[config.mk]
export PLATFORM = sky130hd
export DESIGN_NAME = decode_bpred_flat
export DESIGN_NICKNAME = d
export VERILOG_FILES = /design/src/rtl/decode_bpred_pkg.sv /design/src/rtl/decode_bpred_if.sv /design/src/rtl/decode_bpred_sat_counter.sv /design/src/rtl/decode_bpred.sv /design/src/flat_wrapper.sv
export SDC_FILE = /design/constraint.sdc
export NUM_CORES = 2
export LEC_CHECK = 0
export BUFFER_PORTS_ARGS = -buffer_cell sky130_fd_sc_hd__buf_4
export CAP_MARGIN = 0
export CORE_MARGIN = 2
export CORE_UTILIZATION = 24
export DETAILED_ROUTE_END_ITERATION = 16
export MAX_ROUTING_LAYER = met4
export PLACE_DENSITY = 0.43
export SETUP_SLACK_MARGIN = 0.05
export SYNTH_ARGS = -nofsm -noshare
export SYNTH_HDL_FRONTEND = slang
export SYNTH_SLANG_ARGS = --single-unit
export TNS_END_PERCENT = 30
[constraint.sdc]
create_clock -name CLK -period 80.7 [get_ports CLK]
set_input_delay 4.035 -clock CLK [delete_from_list [all_inputs] [get_ports CLK]]
set_output_delay 4.035 -clock CLK [all_outputs]
set_load 0.05 [all_outputs]
[src/rtl/decode_bpred_pkg.sv]
// Shared types for the decode-stage branch predictor.
// The table entry struct lives in the top module because its width depends on module parameters.
package decode_bpred_pkg;

  typedef enum logic {
    BP_IDLE  = 1'b0,
    BP_SWEEP = 1'b1
  } bpred_state_t;

  localparam int unsigned BP_XLEN = 32;

endpackage

[src/rtl/decode_bpred_if.sv]
// Fetch/decode-side bundle of the branch predictor.
// The master modport is the pipeline side; the slave modport is the predictor side.
interface decode_bpred_if #(
  parameter int PERF_W = 16
) ();
  logic              lookup_pc_dummy_unused;
  logic [31:0]       lookup_pc;
  logic              pred_hit;
  logic              pred_taken;
  logic [31:0]       pred_target;
  logic              update_en;
  logic [31:0]       update_pc;
  logic              update_taken;
  logic [31:0]       update_target;
  logic              update_pred;
  logic [31:0]       update_ptarget;
  logic              inval_req;
  logic              busy;
  logic              mispredict;
  logic [PERF_W-1:0] mispredict_cnt;

  modport master (
    output lookup_pc, update_en, update_pc, update_taken, update_target,
           update_pred, update_ptarget, inval_req,
    input  pred_hit, pred_taken, pred_target, busy, mispredict, mispredict_cnt
  );

  modport slave (
    input  lookup_pc, update_en, update_pc, update_taken, update_target,
           update_pred, update_ptarget, inval_req,
    output pred_hit, pred_taken, pred_target, busy, mispredict, mispredict_cnt
  );
endinterface

[src/rtl/decode_bpred_sat_counter.sv]
// Combinational saturating increment/decrement of a W-bit value.
// Asserting both or neither of inc/dec leaves the value unchanged.
module sat_counter #(
  parameter int W = 2
) (
  input  logic [W-1:0] i_val,
  input  logic         i_inc,
  input  logic         i_dec,
  output logic [W-1:0] o_val
);

  always_comb begin
    o_val = i_val;
    if (i_inc && !i_dec) begin
      if (i_val != '1) o_val = i_val + W'(1);
    end else if (i_dec && !i_inc) begin
      if (i_val != '0) o_val = i_val - W'(1);
    end
  end

endmodule

[src/rtl/decode_bpred.sv]
// Direct-mapped BTB with per-entry saturating direction counters, a sweep-invalidate FSM
// and a saturating mispredict counter. Lookup is combinational; training happens on CLK.
module decode_bpred
  import decode_bpred_pkg::*;
#(
  parameter int ENTRIES = 16,
  parameter int CNT_W   = 2,
  parameter int PERF_W  = 16
) (
  input  logic           CLK,
  input  logic           RST,
  decode_bpred_if.slave  bp
);

  localparam int IDX_W = $clog2(ENTRIES);
  localparam int TAG_W = BP_XLEN - 2 - IDX_W;
  localparam logic [CNT_W-1:0] CNT_WEAK = CNT_W'(1) << (CNT_W - 1);

  typedef struct packed {
    logic             valid;
    logic [TAG_W-1:0] tag;
    logic [31:0]      target;
    logic [CNT_W-1:0] cnt;
  } bpred_entry_t;

  bpred_entry_t       r_tab [ENTRIES];
  bpred_state_t       r_state;
  bpred_state_t       w_next_state;
  logic [IDX_W-1:0]   r_ptr;
  logic [IDX_W-1:0]   w_next_ptr;
  logic [PERF_W-1:0]  r_mis_cnt;
  logic [PERF_W-1:0]  w_mis_cnt_nxt;

  logic               w_busy;
  logic [IDX_W-1:0]   w_lk_idx;
  logic [TAG_W-1:0]   w_lk_tag;
  bpred_entry_t       w_lk;
  logic               w_lk_hit;

  logic [IDX_W-1:0]   w_up_idx;
  logic [TAG_W-1:0]   w_up_tag;
  bpred_entry_t       w_up;
  logic               w_up_hit;
  logic [CNT_W-1:0]   w_up_cnt_nxt;
  bpred_entry_t       w_alloc;
  logic               w_mis;

  assign w_busy = (r_state == BP_SWEEP);

  // Lookup path: no bypass of a same-cycle update, and masked while sweeping.
  assign w_lk_idx = bp.lookup_pc[IDX_W+1:2];
  assign w_lk_tag = bp.lookup_pc[31:IDX_W+2];
  assign w_lk     = r_tab[w_lk_idx];
  assign w_lk_hit = !w_busy && w_lk.valid && (w_lk.tag == w_lk_tag);

  assign bp.pred_hit    = w_lk_hit;
  assign bp.pred_taken  = w_lk_hit && w_lk.cnt[CNT_W-1];
  assign bp.pred_target = w_lk_hit ? w_lk.target : '0;

  assign w_up_idx = bp.update_pc[IDX_W+1:2];
  assign w_up_tag = bp.update_pc[31:IDX_W+2];
  assign w_up     = r_tab[w_up_idx];
  assign w_up_hit = w_up.valid && (w_up.tag == w_up_tag);

  sat_counter #(.W(CNT_W)) u_dir_cnt (
    .i_val (w_up.cnt),
    .i_inc (bp.update_taken),
    .i_dec (!bp.update_taken),
    .o_val (w_up_cnt_nxt)
  );

  always_comb begin
    w_alloc        = '0;
    w_alloc.valid  = 1'b1;
    w_alloc.tag    = w_up_tag;
    w_alloc.target = bp.update_target;
    w_alloc.cnt    = CNT_WEAK;
  end

  always_ff @(posedge CLK or posedge RST) begin
    if (RST) begin
      for (int i = 0; i < ENTRIES; i++) r_tab[i] <= '0;
    end else if (w_busy) begin
      r_tab[r_ptr].valid <= 1'b0;
    end else if (bp.update_en) begin
      if (w_up_hit) begin
        r_tab[w_up_idx].cnt <= w_up_cnt_nxt;
        if (bp.update_taken) r_tab[w_up_idx].target <= bp.update_target;
      end else if (bp.update_taken) begin
        r_tab[w_up_idx] <= w_alloc;
      end
    end
  end

  // Mispredicts are counted even while busy drops the table update.
  assign w_mis = bp.update_en &&
                 ((bp.update_pred != bp.update_taken) ||
                  (bp.update_taken && (bp.update_ptarget != bp.update_target)));

  sat_counter #(.W(PERF_W)) u_perf_cnt (
    .i_val (r_mis_cnt),
    .i_inc (w_mis),
    .i_dec (1'b0),
    .o_val (w_mis_cnt_nxt)
  );

  always_ff @(posedge CLK or posedge RST) begin
    if (RST) r_mis_cnt <= '0;
    else     r_mis_cnt <= w_mis_cnt_nxt;
  end

  assign bp.busy           = w_busy;
  assign bp.mispredict     = w_mis;
  assign bp.mispredict_cnt = r_mis_cnt;

  always_ff @(posedge CLK or posedge RST) begin
    if (RST) begin
      r_state <= BP_IDLE;
      r_ptr   <= '0;
    end else begin
      r_state <= w_next_state;
      r_ptr   <= w_next_ptr;
    end
  end

  always_comb begin
    w_next_state = r_state;
    w_next_ptr   = r_ptr;
    case (r_state)
      BP_IDLE: begin
        if (bp.inval_req) begin
          w_next_state = BP_SWEEP;
          w_next_ptr   = '0;
        end
      end
      BP_SWEEP: begin
        w_next_ptr = r_ptr + IDX_W'(1);
        if (r_ptr == IDX_W'(ENTRIES - 1)) begin
          w_next_state = BP_IDLE;
          w_next_ptr   = '0;
        end
      end
      default: begin
        w_next_state = BP_IDLE;
        w_next_ptr   = '0;
      end
    endcase
  end

endmodule

[src/flat_wrapper.sv]
// flat-port wrapper written by rule: the top's interface ports become plain ports
module decode_bpred_flat import decode_bpred_pkg::*;
#(
  parameter int ENTRIES = 16,
  parameter int CNT_W   = 2,
  parameter int PERF_W  = 16
)
  (CLK, RST, bp_lookup_pc, bp_update_en, bp_update_pc, bp_update_taken, bp_update_target, bp_update_pred, bp_update_ptarget, bp_inval_req, bp_pred_hit, bp_pred_taken, bp_pred_target, bp_busy, bp_mispredict, bp_mispredict_cnt);
  decode_bpred_if #(.PERF_W(PERF_W)) bp_i ();
  input  logic CLK;
  input  logic RST;
  input wire logic [$bits(bp_i.lookup_pc)-1:0] bp_lookup_pc;
  input wire logic [$bits(bp_i.update_en)-1:0] bp_update_en;
  input wire logic [$bits(bp_i.update_pc)-1:0] bp_update_pc;
  input wire logic [$bits(bp_i.update_taken)-1:0] bp_update_taken;
  input wire logic [$bits(bp_i.update_target)-1:0] bp_update_target;
  input wire logic [$bits(bp_i.update_pred)-1:0] bp_update_pred;
  input wire logic [$bits(bp_i.update_ptarget)-1:0] bp_update_ptarget;
  input wire logic [$bits(bp_i.inval_req)-1:0] bp_inval_req;
  output wire logic [$bits(bp_i.pred_hit)-1:0] bp_pred_hit;
  output wire logic [$bits(bp_i.pred_taken)-1:0] bp_pred_taken;
  output wire logic [$bits(bp_i.pred_target)-1:0] bp_pred_target;
  output wire logic [$bits(bp_i.busy)-1:0] bp_busy;
  output wire logic [$bits(bp_i.mispredict)-1:0] bp_mispredict;
  output wire logic [$bits(bp_i.mispredict_cnt)-1:0] bp_mispredict_cnt;
  assign bp_i.lookup_pc = bp_lookup_pc;
  assign bp_i.update_en = bp_update_en;
  assign bp_i.update_pc = bp_update_pc;
  assign bp_i.update_taken = bp_update_taken;
  assign bp_i.update_target = bp_update_target;
  assign bp_i.update_pred = bp_update_pred;
  assign bp_i.update_ptarget = bp_update_ptarget;
  assign bp_i.inval_req = bp_inval_req;
  assign bp_pred_hit = bp_i.pred_hit;
  assign bp_pred_taken = bp_i.pred_taken;
  assign bp_pred_target = bp_i.pred_target;
  assign bp_busy = bp_i.busy;
  assign bp_mispredict = bp_i.mispredict;
  assign bp_mispredict_cnt = bp_i.mispredict_cnt;
  decode_bpred #(.ENTRIES(ENTRIES), .CNT_W(CNT_W), .PERF_W(PERF_W)) u_core (.CLK(CLK), .RST(RST), .bp(bp_i));
endmodule
After elaboration in Yosys (flattened, before gate mapping). Index checks and enable logic that the tools add are counted.

Add/subtract/negate cells: 4. $lt $le $gt $ge: 5. Equal/unequal tests: 8. Multiplexer cells: 33. Bitwise logic cells: 4. Reductions and logical operators: 15.

Operators with widths (number): $mux 976 (5); $bwmux 976 (4); $demux 61 s4 (4); $bmux 61 s4 (2); $mux 61 (6); $eq 26x26->1 (2); $mux 34 (1); $mux 32 (1); $ne 32x32->1 (1); $add 16x1->16 const B (1); $ne 16x16->1 const B (1); $ge 5x5->1 const B (3); $not 4->5 (3); $lt 5x1->1 const B (2); $logic_and 1x1->1 (8); $mux 2 (4); $mux 4 (2); $pmux 4 s2 (1); $add 4x1->4 const B (1); $eq 4x4->1 const B (1); $ne 2x2->1 const B (2); $reduce_and 2->1 (2); $reduce_bool 2->1 (2); $reduce_bool 3->1 (1); 8 further kinds (9).

Bits in registers: 997. Input bits: 134. Logic and storage cells: 136.

Longest topological paths before layout.
Depth after elaboration: 13. Mapped depth: 16. Depth with buffers taken out: 8.

Hierarchy. A second synthesis with hierarchy kept.

Cells, all modules: 3673. Area total of the unflattened synthesis: 51828.5 sq um.

By module, submodules not included: decode_bpred (times used 1, cells an instance 3561, area each 51064.0 sq um, sequential area each 24948.9 sq um); sat_counter (u_core.u_perf_cnt) (times used 1, cells an instance 102, area each 698.2 sq um, sequential area each 0.0 sq um); sat_counter (u_core.u_dir_cnt) (times used 1, cells an instance 10, area each 66.3 sq um, sequential area each 0.0 sq um).

Least setup slack after synthesis. OpenSTA, ideal clock, no wires.

Path kind: input -> output. Start: input bp_lookup_pc[2]. End: output bp_pred_target[10]. Data arrival time: 7.625 ns. Required time: 76.665 ns. Slack: 69.040 ns. Stages on the path: 10. Cell sequence: clkbuf_1 buf_2 buf_1 mux4_2 mux4_2 xor2_1 nor4_1 nand4_1 clkbuf_1 nor2b_1.

Word-level cells in the longest chain between the ends: 7. Elaborated cells between the ends (all ways): 8. Classes of those cells: 1 x eq/ne; 4 x mux; 1 x bitwise; 2 x reduce/logical.

Ends and longest elaborated chain: from (decl) (line flat_wrapper.sv:12) `input wire logic [$bits(bp_i.lookup_pc)-1:0] bp_lookup_pc;`; $not 4->5 (not written as such) (*) (line decode_bpred.sv:53) `assign w_lk = r_tab[w_lk_idx];`; $bmux 61 s4 (*) (line decode_bpred.sv:53); $mux 61 (not written as such) (*) (2 in a row) (line decode_bpred.sv:53); $eq 26x26->1 or $logic_and 1x1->1 (tied branches) (line decode_bpred.sv:54) `assign w_lk_hit = !w_busy && w_lk.valid && (w_lk.tag == w_lk_tag);`; $logic_and 1x1->1 (line decode_bpred.sv:54); $mux 32 (*) (line decode_bpred.sv:58) `assign bp.pred_target = w_lk_hit ? w_lk.target : '0;`; to (decl) (line flat_wrapper.sv:22) `output wire logic [$bits(bp_i.pred_target)-1:0] bp_pred_target;`.

Every way passes the cells marked *; elsewhere a longest branch is shown, timed or not. The select of a mux whose other input is x is not followed.

Worst setup path after layout.
Start: input bp_lookup_pc[2]. End: output bp_pred_target[8].

The elaborated chain is that of the path after synthesis.

==> run metrics <==
Setup crit end kind=primary output; clk_lat worst skew=0.79 ns; Top FF cell, synth=dfrtp_1; Final Routed Wirelength=173000 microns; startpoint types=input port; port bufs=181; CP Data Required Time=76.67 ns; CTS tree=done; CTS sink cnt=997; worst hold path depth=1; Final TNS setup=0 ns; Yosys reg bits=997; ys async rst share=100%; Critical Path Fanout Max=69; yosys synthesis warning count=0; Worst EP arrival=9.02 ns; CP max stage cell=buf_4; crit path to=bp_pred_target[8]; io pins=186; post-cts resize count=0; postcts setup bufs=0; delay-heaviest family, CP=buffers and inverters; Slew headroom=11.3%; number of global-route vias before repair=33121; layout cells sized above 1=49.5%; via/cell ratio=4.88; Root Driver=clkbuf_16; r2r setup slk=75.79 ns; Tot GR Track Use=16.0%; die height=471 microns; pwr dens=22.4 nW/um^2; first-pass GRT wire length=252000 microns; CTS Hold Bufs=0; Area Overhead vs Synth=15.5%; WP buf/inv=4; largest net degree at the start of global routing=145; Mapped Area=52300 sq um; Crit Reg-Reg Endpoint=u_core.r_tab[290]; register clock-pin slew on the reported worst setup and hold paths=0.06 ns; Hold Path Class=flip-flop to flip-flop; Leak=0.0269 uW; critical path depth in cells=11; Post-Syn Nets=3574; Tmin final=13.06 ns; post-layout util=27.8%; Worst-Margin Slew=1.33 ns; drt pass-1 iters=5; initial antenna violation count=11; outcome=finished, final reports clean; die width=471 microns; Starting Density=24.1%; max-slew violations=0; site row count=171; core area=217000 sq um; Hold Vio Cnt, Final=0; EDFF count, synth=0; Initial DRC Count=2116; Avg Cell Area, Syn=15.2 sq um; Post-Syn Instances=3435; final instance count without filler cells=6458; Placer Congestion=0.800; max frequency=76.6 MHz; Max clock buf depth=3; register area share after synthesis=47.7%; FF-to-FF Start=u_core.r_tab[729]; Max IR drop VDD=0.0186 mV; MaxCap Viol Count=0; Layout Nets=3637; CP peak stage delay=0.83 ns; FF-to-FF path depth=10; Num CTS Buffers=120; ordered cell list for the critical path=buf_8 > buf_4 > mux4_2 > mux4_2 > xnor2_1 > nand3_1 > nor3_1 > nand4_1 > buf_4 > nor2b_1 > buf_4; Cells after DPL=6230; clock skew=0.0807 ns; # H-tree levels=3; WL per Instance=26.8 microns; antenna-violating nets left=0; CP most frequent cell=buf_4; RSZ-0062 raised after global routing=false; DRC=0; CP Class=input port to primary output; via count=31497; Unique masters post-synth=73; CP startpoint=bp_lookup_pc[2]; Die ar.=222000 sq um; DP HPWL=99300 microns; Final setup viols=0; gr ovfl total=0; crit share post-route=16.2%
## where the power goes
part           internal [uW]  switching, uW  leakage (uW)
Clock                    317            231       0.00198
Sequential               557           37.7        0.0138
Combinational            110           98.2        0.0111
## layout by cell type (no fill, tap or decap), types with 26 or more instances in the layout
cell and n:
dfrtp_1 997, mux2_2 659, mux4_2 371, buf_4 254, mux2_4 247, clkbuf_16 120, mux2i_1 92, nand2_1 81
xor2_1 55, nor2_1 52, nor2b_1 44, xnor2_1 44, mux2_1 38, clkbuf_8 36, o21ai_0 35, a21oi_1 34
clkinv_2 28, clkbuf_1 26
## cell type report
class	instances	area (sq um)
fill	21915	156000
multi-input combinational	2095	25700
sequential	997	24900
tap	2854	3570
clock buffer	180	3570
timing repair buffer	260	2000
clock inverter	41	419
inverter	24	97.6
antenna	7	17.5
## through the flow
step                      area [sq um]  worst slack (ns)  hold WS (ns)  power, uW
after CTS                        60300             67.61         0.493       1370
after floorplan                  52300             48.61         0.461        748
final                            60400             67.64         0.493       1350
after detailed placement         56400             67.62         0.483        814
after global placement           56400             67.52         0.478        810
after global routing             60400             67.31         0.510       1410
## routing by layer
metal	vias to the layer above	wire [microns]	GRT usage (%)
met5	-	0	-
met4	0	3800	3.77
met3	209	6710	2.40
met2	754	80900	24.7
met1	17325	81600	22.0
li1	13209	-	-
## synth_stat cells, types with 11 or more instances
cell	n	area, sq um
nand2b_1	25	156
a32oi_1	20	175
nor2b_1	45	282
mux2i_1	92	921
mux2_2	659	7420
xnor2_1	44	385
a21oi_1	34	170
o22ai_1	11	68.8
a22oi_1	23	173
buf_6	43	484
a21o_1	17	128
inv_1	21	78.8
nand2_1	84	315
a2111oi_0	17	149
nand3_1	12	60.1
mux2_4	247	3710
nor4_1	11	68.8
buf_1	34	128
a31oi_4	15	319
mux4_2	371	8360
xor2_1	55	482
clkbuf_1	201	754
nor2_1	64	240
dfrtp_1	997	24900
o21ai_0	36	180
buf_2	22	110
buf_4	19	143
nor3_1	18	90.1
mux2_1	38	428
o31a_1	19	166
a41oi_1	20	175
## flip-flops by register name, summed over array words and instances, names as in the netlist
register / count
u_core.bp.mispredict_cnt: 16
u_core.r_ptr: 4
u_core.bp.busy: 1
u_core.r_tab: 976
## cell families after synthesis
group           Yosys count  synth area share, %
mux                    1408                 39.9
flops                   997                 47.7
buf+inv                 343                 3.27
simple gates            307                 2.98
compound gates          276                 4.33
xor+xnor                 99                 1.66
fa+ha+maj                 5                0.120
## how the worst min path moves through the flow
| stage | startpoint | to | slack (ns) |
|---|---|---|---|
| after floorplan | u_core.r_tab[121] | u_core.r_tab[121] | 0.46 |
| after global placement | u_core.bp.mispredict_cnt[12] | u_core.bp.mispredict_cnt[12] | 0.48 |
| after detailed placement | u_core.bp.mispredict_cnt[9] | u_core.bp.mispredict_cnt[9] | 0.48 |
| after CTS | u_core.bp.mispredict_cnt[9] | u_core.bp.mispredict_cnt[9] | 0.49 |
| after global routing | u_core.r_tab[216] | u_core.r_tab[216] | 0.51 |
| final | u_core.bp.mispredict_cnt[9] | u_core.bp.mispredict_cnt[9] | 0.49 |
No activity file was read; power rests on OpenSTA's default activity.
